===== config.mk =====
export PLATFORM = sky130hd
export DESIGN_NAME = gain_hist_update_flat
export DESIGN_NICKNAME = d
export VERILOG_FILES = /design/src/rtl/gain_hist_pkg.sv /design/src/rtl/gain_hist_update_if.sv /design/src/rtl/gain_hist_update.sv /design/src/flat_wrapper.sv
export SDC_FILE = /design/constraint.sdc
export NUM_CORES = 1
export LEC_CHECK = 0
export BUFFER_PORTS_ARGS = -buffer_cell sky130_fd_sc_hd__buf_2
export CAP_MARGIN = 25
export CORE_AREA = 10 10 127 129
export CTS_CLUSTER_SIZE = 14
export DETAILED_ROUTE_END_ITERATION = 12
export DIE_AREA = 0 0 137 139
export HOLD_SLACK_MARGIN = 0.02
export PLACE_DENSITY = 0.77
export SETUP_SLACK_MARGIN = 0.05
export SLEW_MARGIN = 15
export SYNTH_ARGS = -nofsm -noshare
export SYNTH_HDL_FRONTEND = slang
export SYNTH_SLANG_ARGS = --single-unit

===== constraint.sdc =====
create_clock -name clk -period 4.2 [get_ports clk]
set_clock_uncertainty 0.15 [all_clocks]
set_input_delay 0.21 -clock clk [delete_from_list [all_inputs] [get_ports clk]]
set_output_delay 0.21 -clock clk [all_outputs]
set_load 0.05 [all_outputs]

===== src/rtl/gain_hist_pkg.sv =====
// Shared definitions for the gain-history updater: FSM state encodings,
// default constants and the 16->32 sign-extension helper.
package gain_hist_pkg;

    typedef enum logic [3:0] {
        ST_IDLE    = 4'd0,
        ST_ACC_RD  = 4'd1,
        ST_ACC_ADD = 4'd2,
        ST_AVG     = 4'd3,
        ST_OFFS    = 4'd4,
        ST_CLAMP   = 4'd5,
        ST_CEIL    = 4'd6,
        ST_SH_RD   = 4'd7,
        ST_SH_WR   = 4'd8,
        ST_WR0     = 4'd9,
        ST_FIN     = 4'd10
    } gh_state_e;

    localparam logic [15:0] OFFSET_DEF = 16'd4096;
    localparam logic [15:0] FLOOR_DEF  = 16'hC800;   // -14336
    localparam logic [15:0] CEIL_DEF   = 16'h0000;
    // Stand-in for PAST_QUA_EN; integrations override BASE_ADDR with the real value.
    localparam logic [11:0] BASE_ADDR_DEF = 12'h040;

    function automatic logic [31:0] sext16to32(input logic [15:0] v);
        return {{16{v[15]}}, v};
    endfunction

endpackage


===== src/rtl/gain_hist_update_if.sv =====
// Handshake, shared-operator and scratch-memory signals of gain_hist_update.
// slave: the updater itself; master: the surrounding decoder / operator pool.
interface gain_hist_update_if;

    logic        start;
    logic        mode;
    logic [15:0] qua_en_in;
    logic        done;
    logic [15:0] avg_out;
    logic [15:0] sub_a;
    logic [15:0] sub_b;
    logic [15:0] sub_in;
    logic [31:0] L_add_a;
    logic [31:0] L_add_b;
    logic [31:0] L_add_in;
    logic [31:0] L_shr_a;
    logic [15:0] L_shr_b;
    logic [31:0] L_shr_in;
    logic [11:0] scratch_mem_read_addr;
    logic [11:0] scratch_mem_write_addr;
    logic [31:0] scratch_mem_out;
    logic        scratch_mem_write_en;
    logic [31:0] scratch_mem_in;

    modport slave (
        input  start, mode, qua_en_in, sub_in, L_add_in, L_shr_in, scratch_mem_in,
        output done, avg_out, sub_a, sub_b, L_add_a, L_add_b, L_shr_a, L_shr_b,
               scratch_mem_read_addr, scratch_mem_write_addr, scratch_mem_out,
               scratch_mem_write_en
    );

    modport master (
        output start, mode, qua_en_in, sub_in, L_add_in, L_shr_in, scratch_mem_in,
        input  done, avg_out, sub_a, sub_b, L_add_a, L_add_b, L_shr_a, L_shr_b,
               scratch_mem_read_addr, scratch_mem_write_addr, scratch_mem_out,
               scratch_mem_write_en
    );

endinterface


===== src/rtl/gain_hist_update.sv =====
// Predictor-energy history updater for the decoder gain path.
// Erasure: new = clamp(avg(history) - OFFSET); update: new = qua_en_in.
// The history is then shifted by one slot and new is written to slot 0.
// Optional macro GAIN_HIST_CEIL_EN adds an upper clamp to CEIL in erasure mode.
//
// state   | meaning
// IDLE    | wait for start, latch mode / qua_en
// ACC_RD  | present read address of slot i
// ACC_ADD | accumulate slot i into L_tmp, last slot goes on to AVG
// AVG     | a = L_shr(L_tmp, LOG2_DEPTH)
// OFFS    | a = a - OFFSET
// CLAMP   | lower clamp to FLOOR, arm shift counter
// CEIL    | upper clamp to CEIL (GAIN_HIST_CEIL_EN only)
// SH_RD   | read slot i-1, or finish shifting when i==0
// SH_WR   | write read word into slot i
// WR0     | write new value into slot 0, update avg_out
// FIN     | done pulse
module gain_hist_update
    import gain_hist_pkg::*;
#(
    parameter int          DEPTH      = 4,
    parameter int          LOG2_DEPTH = 2,
    parameter logic [11:0] BASE_ADDR  = BASE_ADDR_DEF,
    parameter logic [15:0] OFFSET     = OFFSET_DEF,
    parameter logic [15:0] FLOOR      = FLOOR_DEF,
    parameter logic [15:0] CEIL       = CEIL_DEF
) (
    input  logic              clk,
    input  logic              reset,
    gain_hist_update_if.slave bus
);

    gh_state_e   state, state_nx;
    logic [4:0]  i;
    logic [31:0] l_tmp;
    logic [15:0] a;
    logic        mode_q;
    logic [15:0] qua_en_q;
    logic [15:0] new_val;
    logic        last_slot;
    logic        unused_bits;

    assign new_val   = mode_q ? qua_en_q : a;
    assign last_slot = (i == 5'(DEPTH - 1));

`ifdef GAIN_HIST_CEIL_EN
    assign unused_bits = ^bus.L_shr_in[31:16];
`else
    assign unused_bits = ^{bus.L_shr_in[31:16], CEIL};
`endif

    // State register.
    always_ff @(posedge clk) begin
        if (!reset) state <= ST_IDLE;
        else        state <= state_nx;
    end

    // Next-state decode and operator / memory strobes.
    always_comb begin
        state_nx                   = state;
        bus.sub_a                  = '0;
        bus.sub_b                  = '0;
        bus.L_add_a                = '0;
        bus.L_add_b                = '0;
        bus.L_shr_a                = '0;
        bus.L_shr_b                = '0;
        bus.scratch_mem_read_addr  = '0;
        bus.scratch_mem_write_addr = '0;
        bus.scratch_mem_out        = '0;
        bus.scratch_mem_write_en   = 1'b0;
        case (state)
            ST_IDLE: begin
                if (bus.start) state_nx = bus.mode ? ST_SH_RD : ST_ACC_RD;
            end
            ST_ACC_RD: begin
                bus.scratch_mem_read_addr = BASE_ADDR + 12'(i);
                state_nx = ST_ACC_ADD;
            end
            ST_ACC_ADD: begin
                bus.L_add_a = l_tmp;
                bus.L_add_b = sext16to32(bus.scratch_mem_in[15:0]);
                state_nx = last_slot ? ST_AVG : ST_ACC_RD;
            end
            ST_AVG: begin
                bus.L_shr_a = l_tmp;
                bus.L_shr_b = 16'(LOG2_DEPTH);
                state_nx = ST_OFFS;
            end
            ST_OFFS: begin
                bus.sub_a = a;
                bus.sub_b = OFFSET;
                state_nx = ST_CLAMP;
            end
            ST_CLAMP: begin
                bus.sub_a = a;
                bus.sub_b = FLOOR;
`ifdef GAIN_HIST_CEIL_EN
                state_nx = ST_CEIL;
`else
                state_nx = ST_SH_RD;
`endif
            end
`ifdef GAIN_HIST_CEIL_EN
            ST_CEIL: begin
                bus.sub_a = a;
                bus.sub_b = CEIL;
                state_nx = ST_SH_RD;
            end
`endif
            ST_SH_RD: begin
                if (i == 5'd0) begin
                    state_nx = ST_WR0;
                end else begin
                    bus.scratch_mem_read_addr = BASE_ADDR + 12'(i) - 12'd1;
                    state_nx = ST_SH_WR;
                end
            end
            ST_SH_WR: begin
                bus.scratch_mem_write_addr = BASE_ADDR + 12'(i);
                bus.scratch_mem_out        = bus.scratch_mem_in;
                bus.scratch_mem_write_en   = 1'b1;
                state_nx = ST_SH_RD;
            end
            ST_WR0: begin
                bus.scratch_mem_write_addr = BASE_ADDR;
                bus.scratch_mem_out        = sext16to32(new_val);
                bus.scratch_mem_write_en   = 1'b1;
                state_nx = ST_FIN;
            end
            ST_FIN:  state_nx = ST_IDLE;
            default: state_nx = ST_IDLE;
        endcase
    end

    // Datapath registers: counter, accumulator, working value and outputs.
    always_ff @(posedge clk) begin
        if (!reset) begin
            i           <= '0;
            l_tmp       <= '0;
            a           <= '0;
            mode_q      <= 1'b0;
            qua_en_q    <= '0;
            bus.done    <= 1'b0;
            bus.avg_out <= '0;
        end else begin
            bus.done <= 1'b0;
            case (state)
                ST_IDLE: begin
                    if (bus.start) begin
                        mode_q   <= bus.mode;
                        qua_en_q <= bus.qua_en_in;
                        l_tmp    <= '0;
                        i        <= bus.mode ? 5'(DEPTH - 1) : 5'd0;
                    end
                end
                ST_ACC_ADD: begin
                    l_tmp <= bus.L_add_in;
                    i     <= i + 5'd1;
                end
                ST_AVG:  a <= bus.L_shr_in[15:0];
                ST_OFFS: a <= bus.sub_in;
                ST_CLAMP: begin
                    if (bus.sub_in[15]) a <= FLOOR;
                    i <= 5'(DEPTH - 1);
                end
`ifdef GAIN_HIST_CEIL_EN
                ST_CEIL: begin
                    if (!bus.sub_in[15] && (bus.sub_in != 16'd0)) a <= CEIL;
                end
`endif
                ST_SH_WR: i <= i - 5'd1;
                ST_WR0: begin
                    bus.avg_out <= new_val;
                    bus.done    <= 1'b1;
                end
                default: ;
            endcase
        end
    end

endmodule

===== src/flat_wrapper.sv =====
// flat-port wrapper written by rule: the top's interface ports become plain ports
module gain_hist_update_flat import gain_hist_pkg::*;
#(
    parameter int          DEPTH      = 4,
    parameter int          LOG2_DEPTH = 2,
    parameter logic [11:0] BASE_ADDR  = BASE_ADDR_DEF,
    parameter logic [15:0] OFFSET     = OFFSET_DEF,
    parameter logic [15:0] FLOOR      = FLOOR_DEF,
    parameter logic [15:0] CEIL       = CEIL_DEF
)
  (clk, reset, bus_start, bus_mode, bus_qua_en_in, bus_sub_in, bus_L_add_in, bus_L_shr_in, bus_scratch_mem_in, bus_done, bus_avg_out, bus_sub_a, bus_sub_b, bus_L_add_a, bus_L_add_b, bus_L_shr_a, bus_L_shr_b, bus_scratch_mem_read_addr, bus_scratch_mem_write_addr, bus_scratch_mem_out, bus_scratch_mem_write_en);
  gain_hist_update_if bus_i ();
  input  logic clk;
  input  logic reset;
  input wire logic [$bits(bus_i.start)-1:0] bus_start;
  input wire logic [$bits(bus_i.mode)-1:0] bus_mode;
  input wire logic [$bits(bus_i.qua_en_in)-1:0] bus_qua_en_in;
  input wire logic [$bits(bus_i.sub_in)-1:0] bus_sub_in;
  input wire logic [$bits(bus_i.L_add_in)-1:0] bus_L_add_in;
  input wire logic [$bits(bus_i.L_shr_in)-1:0] bus_L_shr_in;
  input wire logic [$bits(bus_i.scratch_mem_in)-1:0] bus_scratch_mem_in;
  output wire logic [$bits(bus_i.done)-1:0] bus_done;
  output wire logic [$bits(bus_i.avg_out)-1:0] bus_avg_out;
  output wire logic [$bits(bus_i.sub_a)-1:0] bus_sub_a;
  output wire logic [$bits(bus_i.sub_b)-1:0] bus_sub_b;
  output wire logic [$bits(bus_i.L_add_a)-1:0] bus_L_add_a;
  output wire logic [$bits(bus_i.L_add_b)-1:0] bus_L_add_b;
  output wire logic [$bits(bus_i.L_shr_a)-1:0] bus_L_shr_a;
  output wire logic [$bits(bus_i.L_shr_b)-1:0] bus_L_shr_b;
  output wire logic [$bits(bus_i.scratch_mem_read_addr)-1:0] bus_scratch_mem_read_addr;
  output wire logic [$bits(bus_i.scratch_mem_write_addr)-1:0] bus_scratch_mem_write_addr;
  output wire logic [$bits(bus_i.scratch_mem_out)-1:0] bus_scratch_mem_out;
  output wire logic [$bits(bus_i.scratch_mem_write_en)-1:0] bus_scratch_mem_write_en;
  assign bus_i.start = bus_start;
  assign bus_i.mode = bus_mode;
  assign bus_i.qua_en_in = bus_qua_en_in;
  assign bus_i.sub_in = bus_sub_in;
  assign bus_i.L_add_in = bus_L_add_in;
  assign bus_i.L_shr_in = bus_L_shr_in;
  assign bus_i.scratch_mem_in = bus_scratch_mem_in;
  assign bus_done = bus_i.done;
  assign bus_avg_out = bus_i.avg_out;
  assign bus_sub_a = bus_i.sub_a;
  assign bus_sub_b = bus_i.sub_b;
  assign bus_L_add_a = bus_i.L_add_a;
  assign bus_L_add_b = bus_i.L_add_b;
  assign bus_L_shr_a = bus_i.L_shr_a;
  assign bus_L_shr_b = bus_i.L_shr_b;
  assign bus_scratch_mem_read_addr = bus_i.scratch_mem_read_addr;
  assign bus_scratch_mem_write_addr = bus_i.scratch_mem_write_addr;
  assign bus_scratch_mem_out = bus_i.scratch_mem_out;
  assign bus_scratch_mem_write_en = bus_i.scratch_mem_write_en;
  gain_hist_update #(.DEPTH(DEPTH), .LOG2_DEPTH(LOG2_DEPTH), .BASE_ADDR(BASE_ADDR), .OFFSET(OFFSET), .FLOOR(FLOOR), .CEIL(CEIL)) u_core (.clk(clk), .reset(reset), .bus(bus_i));
endmodule

==> metrics.csv <==
stage,metric,value,unit
cts,worst skew pair latency,340,ps
sta,Final Cycle Share,79.70,%
route,wire per inst,18.33,um
sta,final-report hold violation count,0,
setup_path,worst path arrival time,2990,ps
global_routing,largest net degree at the start of global routing,50,
yosys,mean post-synth cell area,7.982,um2
route,1st-iter DRT viols,368,
sta,min cycle time layout,3347,ps
setup_path,CP required,3840,ps
setup_path,worst-path fanout max,30,
yosys,sequential fraction of the synthesis area,32.93,%
route,first-pass iteration count of the detailed router,5,
global_routing,first-pass GRT wire length,32320,um
final_layout,antenna cells,0,
run,max-cap viol count,0,
sta,FMAX,298.7,MHz
route,Top Metal Used,met5,
floorplanning,die width,137,um
sta,worst relative slew slack,38.43,%
yosys,Main synth FF type,dfxtp_1,
place,Final Wtd Congestion,0.8627,
route,final WL,21260,um
global_routing,gr usage total,21.13,%
cts,Worst-path clk slew,70,ps
yosys,YS warnings,0,
global_routing,remaining global-route overflow,0,
floorplanning,full die area,0.01904,mm2
route,post-route ant nets,0,
sta,# setup viols final,0,
setup_path,R2R Path Start,u_core.state[0]$_SDFFE_PN0P_,
cts,H-tree depth,3,
place,dpl cell area,0.006715,mm2
power,maximum vdd drop,0.2689,mV
final_layout,layout overhead on the synthesized area,36.76,%
route,DR DRC count,0,
min_path,Hold WC Path Type,primary input to flop,
final_layout,share of cells above drive strength 1,33.78,%
global_routing,vias in the first global route,5857,
cts,total CTS buffers,9,
final_layout,Final Util,55.36,%
power,total power,3460,uW
power,Cell Pwr Density,457.4,mW/mm2
sta,unrepaired setup endpoints after global routing,no,
yosys,Post-synth EDFFs,0,
setup_path,kind of critical path,flop to primary output,
route,DRT met1 WL,8520,um
min_path,Hold Path Depth,3,
route,WL met2,10700,um
setup_path,crit path capture type,primary output,
floorplanning,Std-Cell Rows,43,
setup_path,reg2reg end,u_core.qua_en_q[5]$_SDFFE_PN0P_,
run_status,status,"finished, final reports clean",
sta,Slew Limit Fails,0,
final_layout,sequential cell area,0.001823,mm2
setup_path,R2R setup slack,1410,ps
floorplanning,Die H,139,um
yosys,Cell variety after synth,51,
route,met3 routed wirelength,1423,um
cts,post-CTS setup buffers,0,
yosys,"Async S/R FF share, synth",0,%
sta,Setup TNS Final,0,ps
floorplanning,num ports,350,
sta,hold_ws,66.16,ps
yosys,Mapped Cells,693,
final_layout,fin area,0.007565,mm2
cts,# hold bufs at CTS,49,
global_routing,initial antenna violation count,1,
floorplanning,core area,0.01367,mm2
setup_path,crit path to,bus_L_add_b[26],
yosys,register bit total from synthesis,91,
cts,CTS tree,yes,
floorplanning,Initial Utilization,40.48,%
final_layout,Fill cells,1289,
yosys,synthesized area,0.005532,mm2
final_layout,net count reported at finish,1114,
cts,CTS resizes,0,
route,routed vias,5920,
setup_path,worst setup path start,u_core.state[1]$_SDFFE_PN0P_,
cts,clock root cell,clkbuf_16,
cts,clock sinks,91,
power,P_leak,0.004070,uW
final_layout,area of the multi-input gates,0.003089,mm2
cts,Clock Path Buffers,2,
sta,Worst-Margin Slew,922.3,ps
setup_path,worst r2r path cells,5,
place,dpl hpwl,15490,um
route,vias per std cell,5.103,
setup_path,Critical Path Start Type,flop,
place,IO Port Bufs,295,
## metal layers
layer / vias to the layer above / track usage, %
met4: 2 / 7.769
met5: - / 0
li1: 2924 / -
met3: 52 / 4.493
met2: 232 / 35.33
met1: 2710 / 25.77
## stage by stage
step / setup WS, ps / std cells
floorplan: 937.5 / 730
global placement: 1146 / 1092
detailed placement: 1049 / 1093
CTS: 845.7 / 1158
global route: 570.0 / 1160
finish: 852.6 / 1160
## report_power, final
part	switching (uW)	internal [uW]
sequential	194	1010
clock	333	557
combinational	921	440
## worst min-delay path by stage
stage	from	endpoint	slack (ps)
after CTS	bus_sub_in[3]	u_core.a[3]$_SDFFE_PN0P_	60
after global placement	u_core.qua_en_q[11]$_SDFFE_PN0P_	u_core.qua_en_q[11]$_SDFFE_PN0P_	290
after detailed placement	u_core.qua_en_q[1]$_SDFFE_PN0P_	u_core.qua_en_q[1]$_SDFFE_PN0P_	300
final	bus_sub_in[3]	u_core.a[3]$_SDFFE_PN0P_	70
after global routing	bus_sub_in[10]	u_core.a[10]$_SDFFE_PN0P_	80
after floorplan	bus_qua_en_in[0]	u_core.qua_en_q[0]$_SDFFE_PN0P_	200
## sequential cells by signal, summed over array words and instances, names as in the netlist
name,count
u_core.state,4
u_core.bus.done,1
u_core.i,5
u_core.l_tmp,32
u_core.bus.avg_out,16
u_core.mode_q,1
u_core.qua_en_q,16
u_core.a,16
## cell families (layout without fill, tap and decap cells)
| family | Yosys count | after routing | synth area share [%] |
|---|---|---|---|
| AND/OR/NAND/NOR | 265 | 265 | 25.02 |
| AO/OA/AOI/OAI | 181 | 181 | 22.91 |
| buffers and inverters | 128 | 378 | 13.96 |
| flip-flops | 91 | 91 | 32.93 |
| multiplexers | 16 | 16 | 2.895 |
| adder cells (fa/ha/maj) | 7 | 7 | 1.583 |
| XOR/XNOR | 4 | 4 | 0.6335 |
| other | 1 | 38 | 0.06779 |
## area by class of cell
class                           count  area share, %
Clock buffer                       13          3.440
Clock inverter                      3         0.9097
Inverter                            5         0.2481
Multi-Input combinational cell    511          40.84
Sequential cell                    91          24.10
Tap cell                          180          2.977
Timing Repair Buffer              357          27.49
## synthesized netlist by cell type, types with 2 or more instances
cell type  number  area share (%)
a211o_1         2            0.32
a211oi_1       30             4.1
a21o_1         19             2.6
a21oi_1        29             2.6
a22o_1         13             2.1
a22oi_1         2            0.27
a31oi_1         4            0.45
and2_1         52             5.9
and3_1         50             5.7
buf_1           2            0.14
buf_2          22             2.0
buf_4          62             8.4
buf_6           4            0.81
clkbuf_1       32             2.2
dfxtp_1        91              33
ha_1            7             1.6
inv_1           4            0.27
mux2i_1        16             2.9
nand2_1        48             3.3
nand2b_1        6            0.68
nand3_1         4            0.36
nand4_1         4            0.45
nor2_1         72             4.9
nor2b_1         3            0.34
nor3_1          9            0.81
nor3b_1         3            0.41
o211ai_1        2            0.27
o21a_1          2            0.27
o21ai_0        12             1.1
o21bai_1       14             1.9
o22ai_1        34             3.8
o311a_1        13             2.4
or3_1           6            0.68
xnor2_1         3            0.48
## critical path, cell delays in order (launching register included)
cell and delay, ps:
dfxtp_1 790, and2b_1 670, buf_4 390, and3_1 450, buf_2 350
## cells in the final DEF, fill, tap and decap left out, types with 3 or more instances in the layout
| cell type | instances |
|---|---|
| buf_2 | 295 |
| dfxtp_1 | 90 |
| nor2_1 | 71 |
| and2_1 | 52 |
| and3_1 | 50 |
| dlygate4sd3_1 | 49 |
| nand2_1 | 48 |
| conb_1 | 38 |
| o22ai_1 | 34 |
| a211oi_1 | 30 |
| a21oi_1 | 29 |
| a21o_1 | 19 |
| mux2i_1 | 16 |
| o21bai_1 | 14 |
| a22o_1 | 13 |
| o311a_1 | 13 |
| o21ai_0 | 12 |
| buf_4 | 11 |
| clkbuf_16 | 9 |
| nor3_1 | 8 |
| ha_1 | 7 |
| nand2b_1 | 6 |
| or3_1 | 6 |
| inv_1 | 4 |
| nand3_1 | 4 |
| a31oi_1 | 4 |
| nand4_1 | 4 |
| nor2b_1 | 3 |
| xnor2_1 | 3 |
Power figures use the tool's default switching activity.
